===== config.mk =====
export PLATFORM = sky130hd
export DESIGN_NAME = uart_tx_arbiter
export DESIGN_NICKNAME = d
export VERILOG_FILES = /design/src/rtl/uart_arb_pkg.sv /design/src/rtl/uart_rr_pick.sv /design/src/rtl/uart_tx_arbiter.sv
export SDC_FILE = /design/constraint.sdc
export NUM_CORES = 1
export LEC_CHECK = 0
export BUFFER_PORTS_ARGS = -buffer_cell sky130_fd_sc_hd__buf_4
export CAP_MARGIN = 5
export CELL_PAD_IN_SITES_DETAIL_PLACEMENT = 2
export CELL_PAD_IN_SITES_GLOBAL_PLACEMENT = 2
export CORE_MARGIN = 8
export CORE_UTILIZATION = 34
export DETAILED_ROUTE_END_ITERATION = 12
export HOLD_SLACK_MARGIN = 0.15
export PLACE_DENSITY = 0.82
export SLEW_MARGIN = 20
export SYNTH_ARGS = -nofsm -noshare
export SYNTH_HDL_FRONTEND = slang
export SYNTH_SLANG_ARGS = --single-unit

===== constraint.sdc =====
create_clock -name clk -period 5.9 [get_ports clk]
set_input_delay 0.59 -clock clk [delete_from_list [all_inputs] [get_ports clk]]
set_output_delay 0.59 -clock clk [all_outputs]
set_load 0.01 [all_outputs]

===== src/rtl/uart_arb_pkg.sv =====
// rtl/uart_arb_pkg.sv - shared states and framing constants for the UART transmit arbiter
package uart_arb_pkg;

  typedef enum logic [1:0] {
    ST_IDLE,
    ST_HDR,
    ST_DATA,
    ST_ABORT
  } arb_state_t;

  localparam logic [7:0] HDR_BASE   = 8'hA0;
  localparam logic [7:0] ABORT_BYTE = 8'hFF;

  // Header byte announcing which requester owns the following frame
  function automatic logic [7:0] hdr_byte(input logic [2:0] idx);
    return HDR_BASE | {5'b0_0000, idx};
  endfunction

endpackage


===== src/rtl/uart_rr_pick.sv =====
// rtl/uart_rr_pick.sv - combinational round-robin pick of the first valid requester at or after a pointer
module uart_rr_pick #(
  parameter int NUM_REQ = 4,
  parameter int PW      = 2
) (
  input  logic [NUM_REQ-1:0] i_valid,
  input  logic [PW-1:0]      i_rr_ptr,
  output logic [PW-1:0]      o_grant,
  output logic               o_any
);

  // Scan from the farthest candidate down so the one nearest the pointer wins last
  always_comb begin : p_pick
    int            idx;
    logic [PW-1:0] sel;
    idx     = 0;
    sel     = '0;
    o_grant = '0;
    o_any   = 1'b0;
    for (int k = NUM_REQ - 1; k >= 0; k--) begin
      idx = int'(i_rr_ptr) + k;
      if (idx >= NUM_REQ) begin
        idx = idx - NUM_REQ;
      end
      sel = PW'(idx);
      if (i_valid[sel]) begin
        o_grant = sel;
        o_any   = 1'b1;
      end
    end
  end

endmodule


===== src/rtl/uart_tx_arbiter.sv =====
// rtl/uart_tx_arbiter.sv - round-robin framing arbiter feeding bytes from several requesters into one UART transmitter
module uart_tx_arbiter
  import uart_arb_pkg::*;
#(
  parameter int NUM_REQ = 4,
  parameter int TIMEOUT = 1024,
  parameter int MAX_LEN = 64
) (
  input  logic                 clk,
  input  logic                 rst_n,
  input  logic [NUM_REQ*8-1:0] req_data,
  input  logic [NUM_REQ-1:0]   req_valid,
  input  logic [NUM_REQ-1:0]   req_last,
  output logic [NUM_REQ-1:0]   req_ready,
  output logic [7:0]           tx_data,
  output logic                 tx_valid,
  input  logic                 tx_ready
);

  localparam int PW = (NUM_REQ > 1) ? $clog2(NUM_REQ) : 1;
  localparam int BW = $clog2(MAX_LEN + 1);
  localparam int IW = $clog2(TIMEOUT + 1);

  arb_state_t    r_state, w_state_nxt;
  logic [7:0]    r_tx_data, w_tx_data_nxt;
  logic          r_tx_valid, w_tx_valid_nxt;
  logic [PW-1:0] r_grant, w_grant_nxt;
  logic [PW-1:0] r_rr_ptr, w_rr_ptr_nxt;
  logic [BW-1:0] r_byte_cnt, w_byte_cnt_nxt;
  logic [IW-1:0] r_idle_cnt, w_idle_cnt_nxt;

  logic          w_free;
  logic          w_accept;
  logic          w_any;
  logic [PW-1:0] w_pick;
  logic [PW-1:0] w_next_ptr;
  logic [7:0]    w_bytes [NUM_REQ];
  logic [7:0]    w_byte;
  logic          w_last;

  uart_rr_pick #(
    .NUM_REQ (NUM_REQ),
    .PW      (PW)
  ) u_pick (
    .i_valid  (req_valid),
    .i_rr_ptr (r_rr_ptr),
    .o_grant  (w_pick),
    .o_any    (w_any)
  );

  // Split the packed payload bus into per-requester bytes
  always_comb begin
    for (int i = 0; i < NUM_REQ; i++) begin
      w_bytes[i] = req_data[i*8 +: 8];
    end
  end

  assign w_free     = !r_tx_valid || tx_ready;
  assign w_byte     = w_bytes[r_grant];
  assign w_last     = req_last[r_grant];
  assign w_accept   = (r_state == ST_DATA) && w_free && req_valid[r_grant];
  assign w_next_ptr = (r_grant == PW'(NUM_REQ - 1)) ? '0 : r_grant + PW'(1);
  assign tx_data    = r_tx_data;
  assign tx_valid   = r_tx_valid;

  // Only the granted requester may push, and only while the output register can take a byte
  always_comb begin
    req_ready = '0;
    if ((r_state == ST_DATA) && w_free) begin
      req_ready[r_grant] = 1'b1;
    end
  end

  // Frame sequencing: header, payload until last/length limit, or abort on a stalled requester
  always_comb begin
    w_state_nxt    = r_state;
    w_tx_data_nxt  = r_tx_data;
    w_tx_valid_nxt = r_tx_valid;
    w_grant_nxt    = r_grant;
    w_rr_ptr_nxt   = r_rr_ptr;
    w_byte_cnt_nxt = r_byte_cnt;
    w_idle_cnt_nxt = r_idle_cnt;
    unique case (r_state)
      ST_IDLE: begin
        if (w_free) begin
          if (w_any) begin
            w_grant_nxt    = w_pick;
            w_tx_data_nxt  = hdr_byte(3'(w_pick));
            w_tx_valid_nxt = 1'b1;
            w_byte_cnt_nxt = '0;
            w_state_nxt    = ST_HDR;
          end else begin
            w_tx_valid_nxt = 1'b0;
          end
        end
      end
      ST_HDR: begin
        if (r_tx_valid && tx_ready) begin
          w_tx_valid_nxt = 1'b0;
          w_idle_cnt_nxt = '0;
          w_state_nxt    = ST_DATA;
        end
      end
      ST_DATA: begin
        if (w_accept) begin
          w_tx_data_nxt  = w_byte;
          w_tx_valid_nxt = 1'b1;
          w_idle_cnt_nxt = '0;
          w_byte_cnt_nxt = r_byte_cnt + BW'(1);
          if (w_last || (r_byte_cnt == BW'(MAX_LEN - 1))) begin
            w_rr_ptr_nxt = w_next_ptr;
            w_state_nxt  = ST_IDLE;
          end
        end else if (w_free) begin
          w_tx_valid_nxt = 1'b0;
          w_idle_cnt_nxt = r_idle_cnt + IW'(1);
          if (r_idle_cnt == IW'(TIMEOUT - 1)) begin
            w_rr_ptr_nxt = w_next_ptr;
            w_state_nxt  = ST_ABORT;
          end
        end
      end
      ST_ABORT: begin
        if (w_free) begin
          w_tx_data_nxt  = ABORT_BYTE;
          w_tx_valid_nxt = 1'b1;
          w_state_nxt    = ST_IDLE;
        end
      end
      default: begin
        w_state_nxt = ST_IDLE;
      end
    endcase
  end

  // State and output register; reset drops any frame in flight without an abort byte
  always_ff @(posedge clk or negedge rst_n) begin
    if (!rst_n) begin
      r_state    <= ST_IDLE;
      r_tx_data  <= 8'h00;
      r_tx_valid <= 1'b0;
      r_grant    <= '0;
      r_rr_ptr   <= '0;
      r_byte_cnt <= '0;
      r_idle_cnt <= '0;
    end else begin
      r_state    <= w_state_nxt;
      r_tx_data  <= w_tx_data_nxt;
      r_tx_valid <= w_tx_valid_nxt;
      r_grant    <= w_grant_nxt;
      r_rr_ptr   <= w_rr_ptr_nxt;
      r_byte_cnt <= w_byte_cnt_nxt;
      r_idle_cnt <= w_idle_cnt_nxt;
    end
  end

endmodule


Word level (Yosys, flattened, before mapping)
Index checks and enable logic that the tools add are counted.

Flip-flop bits (word level): 33. Input bits: 43. Output and inout bits: 13.

Add/sub/neg operators: 10. $lt $le $gt $ge: 11. Equal/unequal tests: 15. Mux-type cells: 64. Bitwise gates (word level): 1. Reductions and logical operators: 20.

Operators with widths (count): two-way mux 8 bit (6); two-way mux 2 bit (21); two-way mux 11 bit (3); one-hot mux 8 bit (3 select lines) (1); one-hot mux 11 bit (2 select lines) (1); two-way mux 7 bit (3); two-way mux 1 bit (17); binary-select mux 8 bit (select 2 bit) (1); < comparator 2 x 3 -> 1 bit (second input constant) (5); one-hot mux 7 bit (2 select lines) (1); binary-select mux 1 bit (select 2 bit) (6); greater-or-equal comparator 3 bit (second input constant) (4); AND reduction 4 bit (3); adder 11 x 1 -> 11 bit (second input constant) (1); equality test 11 x 10 -> 1 bit (second input constant) (1); inequality test 2 bit (second input constant) (4); one-hot mux 2 bit (4 select lines) (1); nonzero test 2 bit (4); subtractor 2 x 1 -> 2 bit (second input constant) (4); adder 7 x 1 -> 7 bit (second input constant) (1); equality test 7 x 6 -> 1 bit (second input constant) (1); AND reduction 7 bit (1); adder 2 x 2 -> 3 bit (second input constant) (2); equality test 2 bit (second input constant) (3); other kinds (19) (26).

Depth between registers and ports, before layout
Depth in word-level cells: 12. Depth in mapped cells: 7.

Cells and area by module
Synthesis repeated with hierarchy kept, for this count alone.

Cells, all modules: 218. Area total of the unflattened synthesis: 2099.5 um^2.

Modules (own cells, without submodules): uart_tx_arbiter (times used 1, cells each 205, area an instance 2021.9 um^2, sequential area each 825.8 um^2); uart_rr_pick (times used 1, cells each 13, area an instance 77.6 um^2, sequential area each 0.0 um^2).

Worst setup path before layout
No wires, ideal clock.

Kind: input to register. From: in req_valid[3]. To: reg r_tx_data[7], in the netlist tx_data[7]. Library setup time: 0.121 ns. Arrival time: 1.848 ns. Required time: 5.779 ns. Slack: 3.931 ns. Stages: 4. Buffers on the path: 0. Cells stage by stage: mux4_2 > and3_4 > a311o_4 > o22a_1.

Cells in the longest elaborated chain, start to end: 8. Elaborated cells on any way between the ends: 18. Classes of those cells: 2 x eq/ne; 14 x mux; 2 x reduce/logical.

Ends and longest elaborated chain: start: declaration (line uart_tx_arbiter.sv:12) `input logic [NUM_REQ-1:0] req_valid,`; binary-select mux 1 bit (select 2 bit) (line uart_rr_pick.sv:26) `if (i_valid[sel]) begin`; two-way mux 1 bit (not written as such) (line uart_rr_pick.sv:26); two-way mux 1 bit (4 in a row) (line uart_rr_pick.sv:26); inequality test 2 x 1 -> 1 bit (no source line); AND reduction 5 bit (no source line) (*); end signal: assignment (line uart_tx_arbiter.sv:148) `r_tx_data <= w_tx_data_nxt;`; end: declaration (line uart_tx_arbiter.sv:25) `logic [7:0] r_tx_data, w_tx_data_nxt;`.

Every way passes the cells marked *; elsewhere a longest branch is shown, timed or not. The select of a mux whose other input is x is not followed. A chain may end at the register's enable or synchronous reset.

Worst setup path after layout
From: reg r_grant[0]. To: reg r_rr_ptr[0].

Cells in the longest elaborated chain, start to end: 5. Elaborated cells on any way between the ends: 17. Classes of those cells: 1 x add/sub; 2 x eq/ne; 9 x mux; 5 x reduce/logical.

Ends and longest elaborated chain: start: declaration (line uart_tx_arbiter.sv:27) `logic [PW-1:0] r_grant, w_grant_nxt;`; start signal: assignment (line uart_tx_arbiter.sv:150) `r_grant <= w_grant_nxt;`; adder 2 x 1 -> 2 bit (tied with other cells) (line uart_tx_arbiter.sv:62) `assign w_next_ptr = (r_grant == PW'(NUM_REQ - 1)) ? '0 : r_grant + PW'(1);`; two-way mux 2 bit (tied with other cells) (line uart_tx_arbiter.sv:62); two-way mux 2 bit (tied with other cells) (line uart_tx_arbiter.sv:117) `if (r_idle_cnt == IW'(TIMEOUT - 1)) begin`; two-way mux 2 bit (tied with other cells) (line uart_tx_arbiter.sv:114) `end else if (w_free) begin`; two-way mux 2 bit / AND reduction 4 bit (equally long branches); end signal: assignment (line uart_tx_arbiter.sv:151) `r_rr_ptr <= w_rr_ptr_nxt;`; end: declaration (line uart_tx_arbiter.sv:28) `logic [PW-1:0] r_rr_ptr, w_rr_ptr_nxt;`.

Parallel ways exist; a longest one is shown, timed or not. The select of a mux whose other input is x is not followed.

==> metrics <==
max-slew violations=0; Core ar.=5820 um2; CTS root buffer=clkbuf_8; Worst setup endpoint=r_rr_ptr[0]; Post-Place Cells=326; final HPWL from detailed placement=5000 um; crit start category=flip-flop; Worst Path Buf+Inv=0; Antenna Nets Post-Route=0; GRT Overall Usage=15.9%; DRC errors left=0; final std cells w/o fill=334; first-pass GRT wire length=10800 um; Yosys warnings=0; TritonCTS buffer count=5; Seq/Total Area, Yosys=41.1%; worst min path class=primary input to async pin; Nets=307; worst reg2reg startpoint=r_grant[0]; syn_nets=252; peak supply drop=0.284 mV; WP depth=5; CTS H-tree lvls=2; Max Cap Violations=0; cell taking the most area after synthesis=dfrtp_1; row count=28; Post-synth ARST share=100%; I/O pins=56; die height=92.9 um; global route overflow=0; r2r setup slk=3.40 ns; Reg2Reg Depth=5; vias per inst=5.41; minimum clock period=2.50 ns; Die ar.=8630 um2; count leader, synth=dfrtp_1; final setup violation count=0; slew at the pin closest to its max-slew limit=0.778 ns; Worst path max stage delay=0.85 ns; ranking of synthesized cells by area=dfrtp_1 (41%), mux4_2 (11%), nand2_1 (4.7%), nor2_1 (4.5%), ha_1 (3.7%); I/O Buffers=55; number of synthesized flops with an enable pin=0; synth unique cells=38; CP max FO=14; CTS tree=built; worst flop-to-flop path endpoint=r_rr_ptr[0]; 1st-iter DRT viols=80; Clk pin slew, worst setup/hold paths=0.07 ns; critical-path cell list=mux4_2 > a41oi_1 > nor2b_1 > o21ai_1 > mux2_2; LEAKAGE=1.19 nW; Fin. Hold Viols=0; clock buffer depth=2; Total Routed Length=6470 um; pin count of the biggest net entering global routing=34; cts hold-fix bufs=0; max_slew headroom=48.2%; Top delay family on crit path=multiplexers; ANT cells=0; Worst EP required=6.08 ns; DR vias=1807; post-CTS setup buffers=0; setup TNS=0 ns; critical path class=flip-flop to flip-flop; worst skew pair latency=0.29 ns; Placer Congestion=0.764; first-pass detailed-route iteration total=4; Post-synth top cells=dfrtp_1 (33), nand2_1 (25), nor2_1 (24); Area Overhead vs Synth=29.2%; crit path DAT=2.68 ns; Yosys top cell area share=41.1%; number of global-route vias before repair=2080; skew final=0.00665 ns; RSZ-0062 raised after global routing=false; Mapped Cells=203; PD cells=404 nW/um2; syn avg cell area=9.90 um2; period utilization=42.5%; dominant register cell in the synthesized netlist=dfrtp_1; Max Clk Rate=399 MHz; Yosys reg bits=33; Die W=92.9 um; Resized Gates After CTS=0; Starting Density=34.6%; Crit. Startpoint=r_grant[0]; Worst Setup End Kind=flip-flop; outcome=finished, final reports clean; clk sinks=33; Syn Std Cell Area=2010 um2; CP max-delay cell=dfrtp_1; proportion of layout cells with a drive suffix above 1=30.9%; number of antenna violations at the first check in global routing=0; WL/cell=19.4 um
==> where the power goes <==
part,switching (W),total (W),internal [W]
Combinational,0.000238,0.000463,0.000225
Sequential,0.000106,0.000394,0.000288
Clock,0.0000864,0.000192,0.000106
Total,0.000431,0.00105,0.000618
==> sequential cells by signal, indices dropped and copies added (netlist names) <==
name,cells
r_state,2
tx_data,8
r_idle_cnt,11
tx_valid,1
r_byte_cnt,7
r_rr_ptr,2
r_grant,2
==> layout by cell type (no fill, tap or decap), drive strengths merged, types with 4 or more instances in the layout <==
master  count
nor3        6
clkbuf      7
dfrtp      33
nand2      25
nand3       4
and3       10
buf        56
nand2b      5
mux4       10
nor2b       4
nand4       4
inv         5
xor2        7
o21ai      13
nor2       24
a21oi       9
ha          6
xnor2       4
==> cell families (layout without fill, tap and decap cells) <==
family	Yosys count	in the layout	synth area share (%)
adders and majority gates	6	6	3.74
buffers and inverters	13	69	2.68
muxes	15	15	13.8
xor gates and xnor gates	11	11	4.79
AOI/OAI and AO/OA	36	36	12.3
and+or+nand+nor	89	89	21.6
DFF	33	33	41.1
==> routing by layer <==
layer	vias to the layer above	routed length [um]	GRT usage [%]
li1	843	-	-
met4	0	127	4.70
met2	25	3250	26.6
met5	-	0	0
met3	11	152	3.32
met1	928	2940	19.9
==> area by class of cell <==
type | count | area [um2]
Fill cell | 640 | 3220
Multi-Input combinational cell | 157 | 1140
Sequential cell | 33 | 826
Timing Repair Buffer | 56 | 420
Clock buffer | 7 | 96.3
Tap cell | 75 | 93.8
Inverter | 5 | 18.8
Clock inverter | 1 | 5.00
==> through the flow <==
stage / utilization, % / worst slack [ns] / cell area (um2) / hold slack (ns) / total power [W]
final: 44.6 / 3.40 / 2600 / 0.246 / 0.00105
after global routing: 44.6 / 3.20 / 2600 / 0.279 / 0.00113
after CTS: 44.6 / 3.36 / 2600 / 0.262 / 0.00106
after detailed placement: 42.9 / 3.42 / 2490 / 0.480 / 0.000864
after global placement: 42.9 / 3.42 / 2490 / 0.463 / 0.000841
after floorplan: - / 3.93 / 2010 / 0.294 / 0.000671
==> how the worst min path moves through the flow <==
stage / end / depth (start not counted) / startpoint
2_1_floorplan: r_byte_cnt[0] / 0 / rst_n
4_1_cts: r_idle_cnt[3] / 1 / rst_n
5_1_grt: r_grant[0] / 1 / rst_n
6_report: r_grant[1] / 1 / rst_n
3_5_place_dp: tx_data[4] / 2 / tx_data[4]
3_3_place_gp: tx_data[4] / 2 / tx_data[4]
(Power assumes the default switching activity.)
